`config.mk`:
```
export PLATFORM = sky130hd
export DESIGN_NAME = trap_ctrl
export DESIGN_NICKNAME = d
export VERILOG_FILES = /design/src/rtl/trap_ctrl.sv
export SDC_FILE = /design/constraint.sdc
export NUM_CORES = 1
export LEC_CHECK = 0
export CAP_MARGIN = 20
export CORE_MARGIN = 3
export CORE_UTILIZATION = 48
export CTS_CLUSTER_DIAMETER = 200
export DETAILED_ROUTE_END_ITERATION = 10
export PLACE_DENSITY = 0.8
export SLEW_MARGIN = 0
export SYNTH_ARGS = -nofsm -noshare
export SYNTH_HDL_FRONTEND = slang
export SYNTH_SLANG_ARGS = --single-unit
```
`constraint.sdc`:
```
create_clock -name clk -period 2.15 [get_ports clk]
set_input_delay 0.5375 -clock clk [delete_from_list [all_inputs] [get_ports clk]]
set_output_delay 0.5375 -clock clk [all_outputs]
set_load 0.01 [all_outputs]
```
`src/rtl/trap_ctrl.sv`:
```
// rtl/trap_ctrl.sv - machine-mode trap entry / MRET sequencer driving the CSR write port.
// Optional vectored interrupt redirect is enabled by defining TRAP_VECTORED_EN.
module trap_ctrl #(
  parameter int         XLEN       = 64,
  parameter logic [1:0] RESET_PRIV = 2'b11
) (
  input  logic            clk,
  input  logic            resetn,
  input  logic            req_valid,
  output logic            req_ready,
  input  logic [1:0]      req_kind,
  input  logic [XLEN-1:0] req_cause,
  input  logic [XLEN-1:0] req_pc,
  input  logic [XLEN-1:0] req_tval,
  input  logic [XLEN-1:0] mtvec_in,
  input  logic [XLEN-1:0] mstatus_in,
  input  logic [XLEN-1:0] mepc_in,
  output logic            csr_wen,
  output logic [11:0]     csr_waddr,
  output logic [XLEN-1:0] csr_wdata,
  output logic            redirect_valid,
  output logic [XLEN-1:0] redirect_pc,
  output logic [1:0]      priv
);

  localparam logic [1:0] K_EXC   = 2'b00;
  localparam logic [1:0] K_ECALL = 2'b01;
  localparam logic [1:0] K_MRET  = 2'b10;
  localparam logic [1:0] K_IRQ   = 2'b11;

  typedef enum logic [2:0] {
    S_IDLE, S_EPC, S_CAUSE, S_TVAL, S_STATUS, S_REDIR
  } state_t;

  state_t          state_q, state_d;
  logic [1:0]      kind_q, kind_d;
  logic [XLEN-1:0] pc_q, pc_d;
  logic [XLEN-1:0] cause_q, cause_d;
  logic [XLEN-1:0] tval_q, tval_d;
  logic [XLEN-1:0] mstatus_q, mstatus_d;
  logic [XLEN-1:0] mepc_q, mepc_d;
  logic [XLEN-1:0] mtvec_q, mtvec_d;
  logic [1:0]      priv_q, priv_d;
  logic            wen_q, wen_d;
  logic [11:0]     waddr_q, waddr_d;
  logic [XLEN-1:0] wdata_q, wdata_d;
  logic            rv_q, rv_d;
  logic [XLEN-1:0] rpc_q, rpc_d;
  logic [XLEN-1:0] status_new;
  logic [XLEN-1:0] base;

  always_comb begin
    state_d   = state_q;
    kind_d    = kind_q;
    pc_d      = pc_q;
    cause_d   = cause_q;
    tval_d    = tval_q;
    mstatus_d = mstatus_q;
    mepc_d    = mepc_q;
    mtvec_d   = mtvec_q;
    priv_d    = priv_q;
    wen_d     = 1'b0;
    waddr_d   = waddr_q;
    wdata_d   = wdata_q;
    rv_d      = 1'b0;
    rpc_d     = rpc_q;

    case (state_q)
      S_IDLE: begin
        if (req_valid) begin
          kind_d    = req_kind;
          pc_d      = req_pc;
          mstatus_d = mstatus_in;
          mepc_d    = mepc_in;
          mtvec_d   = {mtvec_in[XLEN-1:2], 1'b0, mtvec_in[0]};
          case (req_kind)
            K_ECALL: cause_d = XLEN'({2'b10, priv_q});
            K_IRQ:   cause_d = {1'b1, req_cause[XLEN-2:0]};
            default: cause_d = req_cause;
          endcase
          tval_d  = (req_kind == K_EXC) ? req_tval : '0;
          state_d = (req_kind == K_MRET) ? S_STATUS : S_EPC;
        end
      end
      S_EPC:    state_d = S_CAUSE;
      S_CAUSE:  state_d = S_TVAL;
      S_TVAL:   state_d = S_STATUS;
      S_STATUS: state_d = S_REDIR;
      default:  state_d = S_IDLE;
    endcase

    // MSTATUS update uses the freshly latched copy so MRET can enter W_STATUS straight from IDLE.
    status_new = mstatus_d;
    if (kind_d == K_MRET) begin
      status_new[3]     = mstatus_d[7];
      status_new[7]     = 1'b1;
      status_new[12:11] = 2'b00;
    end else begin
      status_new[7]     = mstatus_d[3];
      status_new[3]     = 1'b0;
      status_new[12:11] = priv_q;
    end

    base = mtvec_q & ~XLEN'(3);

    case (state_d)
      S_EPC: begin
        wen_d   = 1'b1;
        waddr_d = 12'h341;
        wdata_d = {pc_d[XLEN-1:2], 2'b00};
      end
      S_CAUSE: begin
        wen_d   = 1'b1;
        waddr_d = 12'h342;
        wdata_d = cause_d;
      end
      S_TVAL: begin
        wen_d   = 1'b1;
        waddr_d = 12'h343;
        wdata_d = tval_d;
      end
      S_STATUS: begin
        wen_d   = 1'b1;
        waddr_d = 12'h300;
        wdata_d = status_new;
        priv_d  = (kind_d == K_MRET) ? mstatus_d[12:11] : 2'b11;
      end
      S_REDIR: begin
        rv_d = 1'b1;
        if (kind_q == K_MRET) begin
          rpc_d = mepc_q;
        end else begin
          rpc_d = base;
`ifdef TRAP_VECTORED_EN
          if (mtvec_q[1:0] == 2'b01 && kind_q == K_IRQ)
            rpc_d = base + XLEN'({cause_q[5:0], 2'b00});
`endif
        end
      end
      default: ;
    endcase
  end

  always_ff @(posedge clk or negedge resetn) begin
    if (!resetn) begin
      state_q   <= S_IDLE;
      kind_q    <= '0;
      pc_q      <= '0;
      cause_q   <= '0;
      tval_q    <= '0;
      mstatus_q <= '0;
      mepc_q    <= '0;
      mtvec_q   <= '0;
      priv_q    <= RESET_PRIV;
      wen_q     <= 1'b0;
      waddr_q   <= '0;
      wdata_q   <= '0;
      rv_q      <= 1'b0;
      rpc_q     <= '0;
    end else begin
      state_q   <= state_d;
      kind_q    <= kind_d;
      pc_q      <= pc_d;
      cause_q   <= cause_d;
      tval_q    <= tval_d;
      mstatus_q <= mstatus_d;
      mepc_q    <= mepc_d;
      mtvec_q   <= mtvec_d;
      priv_q    <= priv_d;
      wen_q     <= wen_d;
      waddr_q   <= waddr_d;
      wdata_q   <= wdata_d;
      rv_q      <= rv_d;
      rpc_q     <= rpc_d;
    end
  end

  assign req_ready      = (state_q == S_IDLE);
  assign csr_wen        = wen_q;
  assign csr_waddr      = waddr_q;
  assign csr_wdata      = wdata_q;
  assign redirect_valid = rv_q;
  assign redirect_pc    = rpc_q;
  assign priv           = priv_q;

endmodule

```
; After elaboration in Yosys (flattened, before gate mapping)
; Cells that the tools add are included.
[word_totals]
regBits = 532
in_bits = 389
out_inout_bits = 145
word_cells = 58
[classes]
n_eq_ne = 14
mux = 24
n_reduce_logical = 5
[ops]
columns = op, count
row1 = 2-to-1 mux 64 bit, 10
row2 = one-hot mux 64 bit (4 select lines), 1
row3 = one-hot mux 64 bit (2 select lines), 1
row4 = one-hot mux 12 bit (4 select lines), 1
row5 = one-hot mux 3 bit (5 select lines), 1
row6 = == test 3 x 2 -> 1 bit (second input constant), 4
row7 = == test 3 bit (second input constant), 3
row8 = == test 2 bit (second input constant), 4
row9 = 2-to-1 mux 2 bit, 4
row10 = == test 3 x 1 -> 1 bit (second input constant), 2
row11 = 2-to-1 mux 3 bit, 2
row12 = 2-to-1 mux 1 bit, 4
row13 = nonzero test 4 bit, 1
row14 = OR reduction 4 bit, 1
row15 = logical NOT 3 bit, 1
row16 = == test 2 x 1 -> 1 bit (second input constant), 1
row17 = logical NOT 2 bit, 1
row18 = AND reduction 2 bit, 1

; Longest topological paths before layout
[depth]
word_depth = 7
ltp_mapped = 8
depth_no_buf = 4

; Least setup slack after synthesis
; No wires, ideal clock.
[synth_path]
path_type = in2reg
startpoint = in req_valid
endpoint = reg cause_q[10]
setup_time_ns = 0.117
t_arrival_ns = 1.801
t_required_ns = 2.033
path_slack_ns = 0.232
path_stages = 8
path_buffers = 5
cell_sequence = buf_2 > or4b_1 > buf_2 > buf_2 > buf_6 > buf_6 > nand2_1 > nand2_1
[synth_between]
elab_chain_len = 2
[synth_rtl]
columns = element, line_no
row1 = start: declaration, 9  ; input logic req_valid,
row2 = 2-to-1 mux 64 bit, 70  ; if (req_valid) begin
row3 = 2-to-1 mux 64 bit, 68  ; case (state_q)
row4 = net cause_d[10], 38  ; logic [XLEN-1:0] cause_q, cause_d;
row5 = end signal: assignment, 164  ; cause_q <= cause_d;
row6 = end: declaration, 38
; The timed path passes the listed nets, and every way through them passes these cells.
; A chain may end at the register's enable or synchronous reset.

; Worst setup path after layout
[layout_path]
startpoint = reg wdata_q[3], in the netlist csr_wdata[3]
endpoint = out csr_wdata[3]
[layout_lines]
columns = element, line_no
row1 = start: declaration, 46  ; logic [XLEN-1:0] wdata_q, wdata_d;
row2 = start signal: assignment, 172  ; wdata_q <= wdata_d;
row3 = end: declaration, 20  ; output logic [XLEN-1:0] csr_wdata,
; No word-level cell between the ends.

==> flow_metrics.py <==
metrics = {
    "synth": {
        "synth_area_sq_um": 19300,
        "synth_compound_area_share_pct": 8.63,
        "ys_seq_elements": 459,
        "synth_area_per_cell_sq_um": 9.52,
        "async_reset_ff_share_pct": 100,
        "synth_edf_count": 0,
        "ys_seq_area_share_pct": 59.5,
        "ys.flop_type": "dfrtp_1",
        "synthDistinctLibCells": 44,
        "synth_adder_area_share_pct": 0,
        "synthCells": 2028,
        "muxShareOfSynthArea_pct": 3.65,
        "synth_simple_gate_area_share_pct": 24.0,
        "ys_warn_count": 0,
        "synth_top_family_by_area": "simple AND/OR/NAND/NOR gates",
        "synth_xor_area_share_pct": 0,
    },
    "clock_tree": {
        "clkLatencyLatePin_ns": 0.56,
        "post_cts_buffers": 0,
        "cts-root-buf": "clkbuf_16",
        "clkSlewWorstSetupHoldPaths_ns": 0.06,
        "htree_levels": 2,
        "cts_buffer_depth": 3,
        "cts_buffers": 47,
        "cts_sinks": 459,
        "cts_tree": "done",
    },
    "finish": {
        "fin_area_sq_um": 27000,
        "nNetsFinal": 2917,
        "synthToLayoutAreaGrowth_pct": 39.8,
        "drive_gt1_share_pct": 8.97,
        "stdcell_count": 3093,
    },
    "critical_path": {
        "cp_max_fo": 2,
        "cp_data_required_time_ns": 1.61,
        "crit_path_max_incr_delay_ns": 0.65,
        "end_kind": "primary output",
        "critPathKind": "reg -> out",
        "worstPathArrival_ns": 1.56,
        "critPathTopFamily": "buffers and inverters",
        "cp_cell_sequence": "clkdlybuf4s50_1",
        "crit_buf_inv": 1,
        "critical-path-slowest-cell": "clkdlybuf4s50_1",
        "startpoint_type": "register",
    },
    "floorplan": {
        "coreArea_sq_um": 39200,
        "die_area_sq_um": 42700,
        "die_width_um": 207,
        "die_y_um": 207,
        "initial_utilization_pct": 49.3,
        "num_io_pins": 534,
        "rows": 72,
    },
    "timing": {
        "rsz0062_at_grt": "no",
        "fin_skew_ns": 0.0107,
        "period_minus_slack_ns": 2.10,
        "fin_crit_sh_pct": 97.8,
        "clock.fmax_mhz": 476,
        "max_slew_margin_pct": 56.5,
        "holdWs_ns": 0.468,
        "worst_pin_slew_ns": 0.652,
        "slew_viol_final": 0,
        "setup_viol": 0,
        "finalHoldViolCount": 0,
    },
    "pwr": {
        "switching_power_w": 0.0135,
        "combPwrFrac_pct": 39.2,
        "ir_worst_vdd_uv": 1030,
        "p_leak_nw": 12.8,
        "clkPwrFrac_pct": 21.5,
        "switching_share_pct": 35.6,
        "p_per_area_nw_per_um2": 1400,
        "p_int_w": 0.0244,
        "seqPwrFrac_pct": 39.2,
    },
    "route": {
        "drt_iter0_drc": 1063,
        "wl_per_cell_um": 20.3,
        "drt-pass1-iter-count": 5,
        "ant_nets": 0,
        "routed_via_density": 5.42,
        "drcViolationCount": 0,
        "vias": 16800,
        "totalWireLength_um": 62800,
    },
    "global_routing": {
        "grt_pass1_vias": 17300,
        "track_usage_pct": 28.8,
        "met2_usage_pct": 47.9,
        "grt_busiest_layer": "met2",
        "grt_overflow": 0,
        "grt_pass1_wl_um": 95700,
        "grt_max_degree": 133,
        "grt_use_met3_pct": 9.38,
        "met1_usage_pct": 34.4,
        "antenna_found_initial": 16,
    },
    "hold_path": {
        "hold_class": "reg -> reg",
    },
    "run_status": {
        "status": "completed",
    },
    "placed_design": {
        "placed_cells": 2996,
        "hpwl_um": 44200,
        "port_buffers": 522,
        "placed_area_sq_um": 25400,
        "place.gp.congestion": 0.866,
    },
    "job": {
        "cap_violations": 0,
    },
}
## logic make-up after synthesis
logic type	Yosys count
AO/OA/AOI/OAI	215
buffers and inverters	165
flip-flops	459
multiplexers	63
other	1
AND/OR/NAND/NOR	1125
## state kept, by name, summed over array words and instances, names as in the netlist
register	flops
cause_q	64
csr_wdata	64
mepc_q	64
mstatus_q	64
redirect_pc	64
tval_q	64
mtvec_q	62
csr_waddr	4
state_q	3
kind_q	2
priv	2
csr_wen	1
redirect_valid	1
## power by group through the flow
stage,Sequential [W],Combinational [W],Clock (W)
after global placement,0.0147,0.0143,0
final,0.0149,0.0149,0.00815
after global routing,0.0153,0.0163,0.00865
after detailed placement,0.0149,0.0148,0
after floorplan,0.0149,0.00797,0
after CTS,0.0148,0.0150,0.00830
## repair_timing
action / 4_1_cts / 5_1_grt
hold buffers: 1 / 0
endpoints found under the setup margin: 7 / 2
pin swaps: 0 / 0
resized for setup: 11 / 2
hold endpoints to repair: 24 / 0
## worst paths after layout
kind / from / to / slack, ns / cells after the start
worst max-delay path: csr_wdata[3] / csr_wdata[3] / 0.05 / 1
worst min-delay path: cause_q[21] / cause_q[21] / 0.47 / 2
worst max register to register: state_q[0] / csr_wdata[41] / 0.15 / 6
worst min register to register: cause_q[21] / cause_q[21] / 0.47 / 2
max in group asynchronous: resetn / cause_q[32] / 0.91 / 3
min in group asynchronous: resetn / mstatus_q[18] / 0.50 / 2
## cell usage in the layout (no fill, tap or decap), types with 3 or more instances in the layout
master | Yosys | layout
nand2b_1 | 64 | 62
clkbuf_1 | 76 | 13
nor2b_1 | 5 | 4
o211ai_1 | 3 | 3
mux2_2 | 59 | 59
clkdlybuf4s50_1 | 0 | 512
a221oi_1 | 57 | 57
mux2i_1 | 3 | 3
o21ai_0 | 6 | 6
diode_2 | 0 | 11
clkbuf_8 | 0 | 8
nand2_1 | 834 | 834
conb_1 | 1 | 7
a2bb2oi_1 | 3 | 3
nor3_1 | 9 | 8
clkinv_2 | 0 | 8
a32oi_1 | 3 | 3
a31oi_1 | 65 | 65
dlygate4sd2_1 | 0 | 6
dfrtp_1 | 457 | 457
nand4_1 | 3 | 3
a22oi_1 | 9 | 8
a22o_1 | 58 | 58
inv_1 | 5 | 5
nor2_1 | 71 | 70
clkbuf_16 | 0 | 49
buf_12 | 0 | 28
nand3_1 | 129 | 129
o31ai_1 | 3 | 3
buf_4 | 11 | 54
bufinv_16 | 0 | 3
## worst register-to-register path: stages (launching register included)
cell,delay [ns]
dfrtp_1,0.46
buf_4,0.22
nor3b_2,0.17
buf_4,0.29
a22o_1,0.35
a221oi_1,0.28
nand2_1,0.10
## through the flow
stage	utilization [%]	power, W	setup slack [ns]	setup TNS (ns)
floorplan	-	0.0229	0.232	0
global placement	64.9	0.0290	-0.300	-74.49
detailed placement	64.9	0.0298	-0.356	-88.13
CTS	68.8	0.0381	0.00671	0
global route	68.9	0.0403	0.00635	0
finish	68.9	0.0379	0.0476	0
## synthesized netlist by cell type, types with 2 or more instances
library cell	number	area, sq um
a21oi_1	2	10.0
a221oi_1	57	499
a22o_1	58	508
a22oi_1	9	67.6
a2bb2oi_1	3	26.3
a31oi_1	65	407
a32oi_1	3	26.3
buf_1	5	18.8
buf_2	57	285
buf_4	11	82.6
buf_6	11	124
clkbuf_1	76	285
dfrtp_1	457	11400
dfstp_2	2	52.6
inv_1	5	18.8
mux2_2	59	664
mux2i_1	3	30.0
nand2_1	834	3130
nand2b_1	64	400
nand3_1	129	646
nand4_1	3	18.8
nor2_1	71	267
nor2b_1	5	31.3
nor3_1	9	45.0
nor3b_1	2	15.0
o211ai_1	3	22.5
o21ai_0	6	30.0
o31ai_1	3	22.5
## final cells by class
class                   instances  area (sq um)
inverters                       5          18.8
multi-input cells            1410          7080
clock inverters                15           164
diodes                         11          27.5
repair buffers                605          6200
flip-flops and latches        459         11500
well taps                     518           648
clock buffers                  70          1390
fillers                      2863         12200
## layer usage
metal	up-vias	share of wire [%]
met5	-	0.13
met4	12	4.4
met3	159	10
met2	711	48
met1	8192	37
li1	7702	-
(Power assumes the default switching activity.)
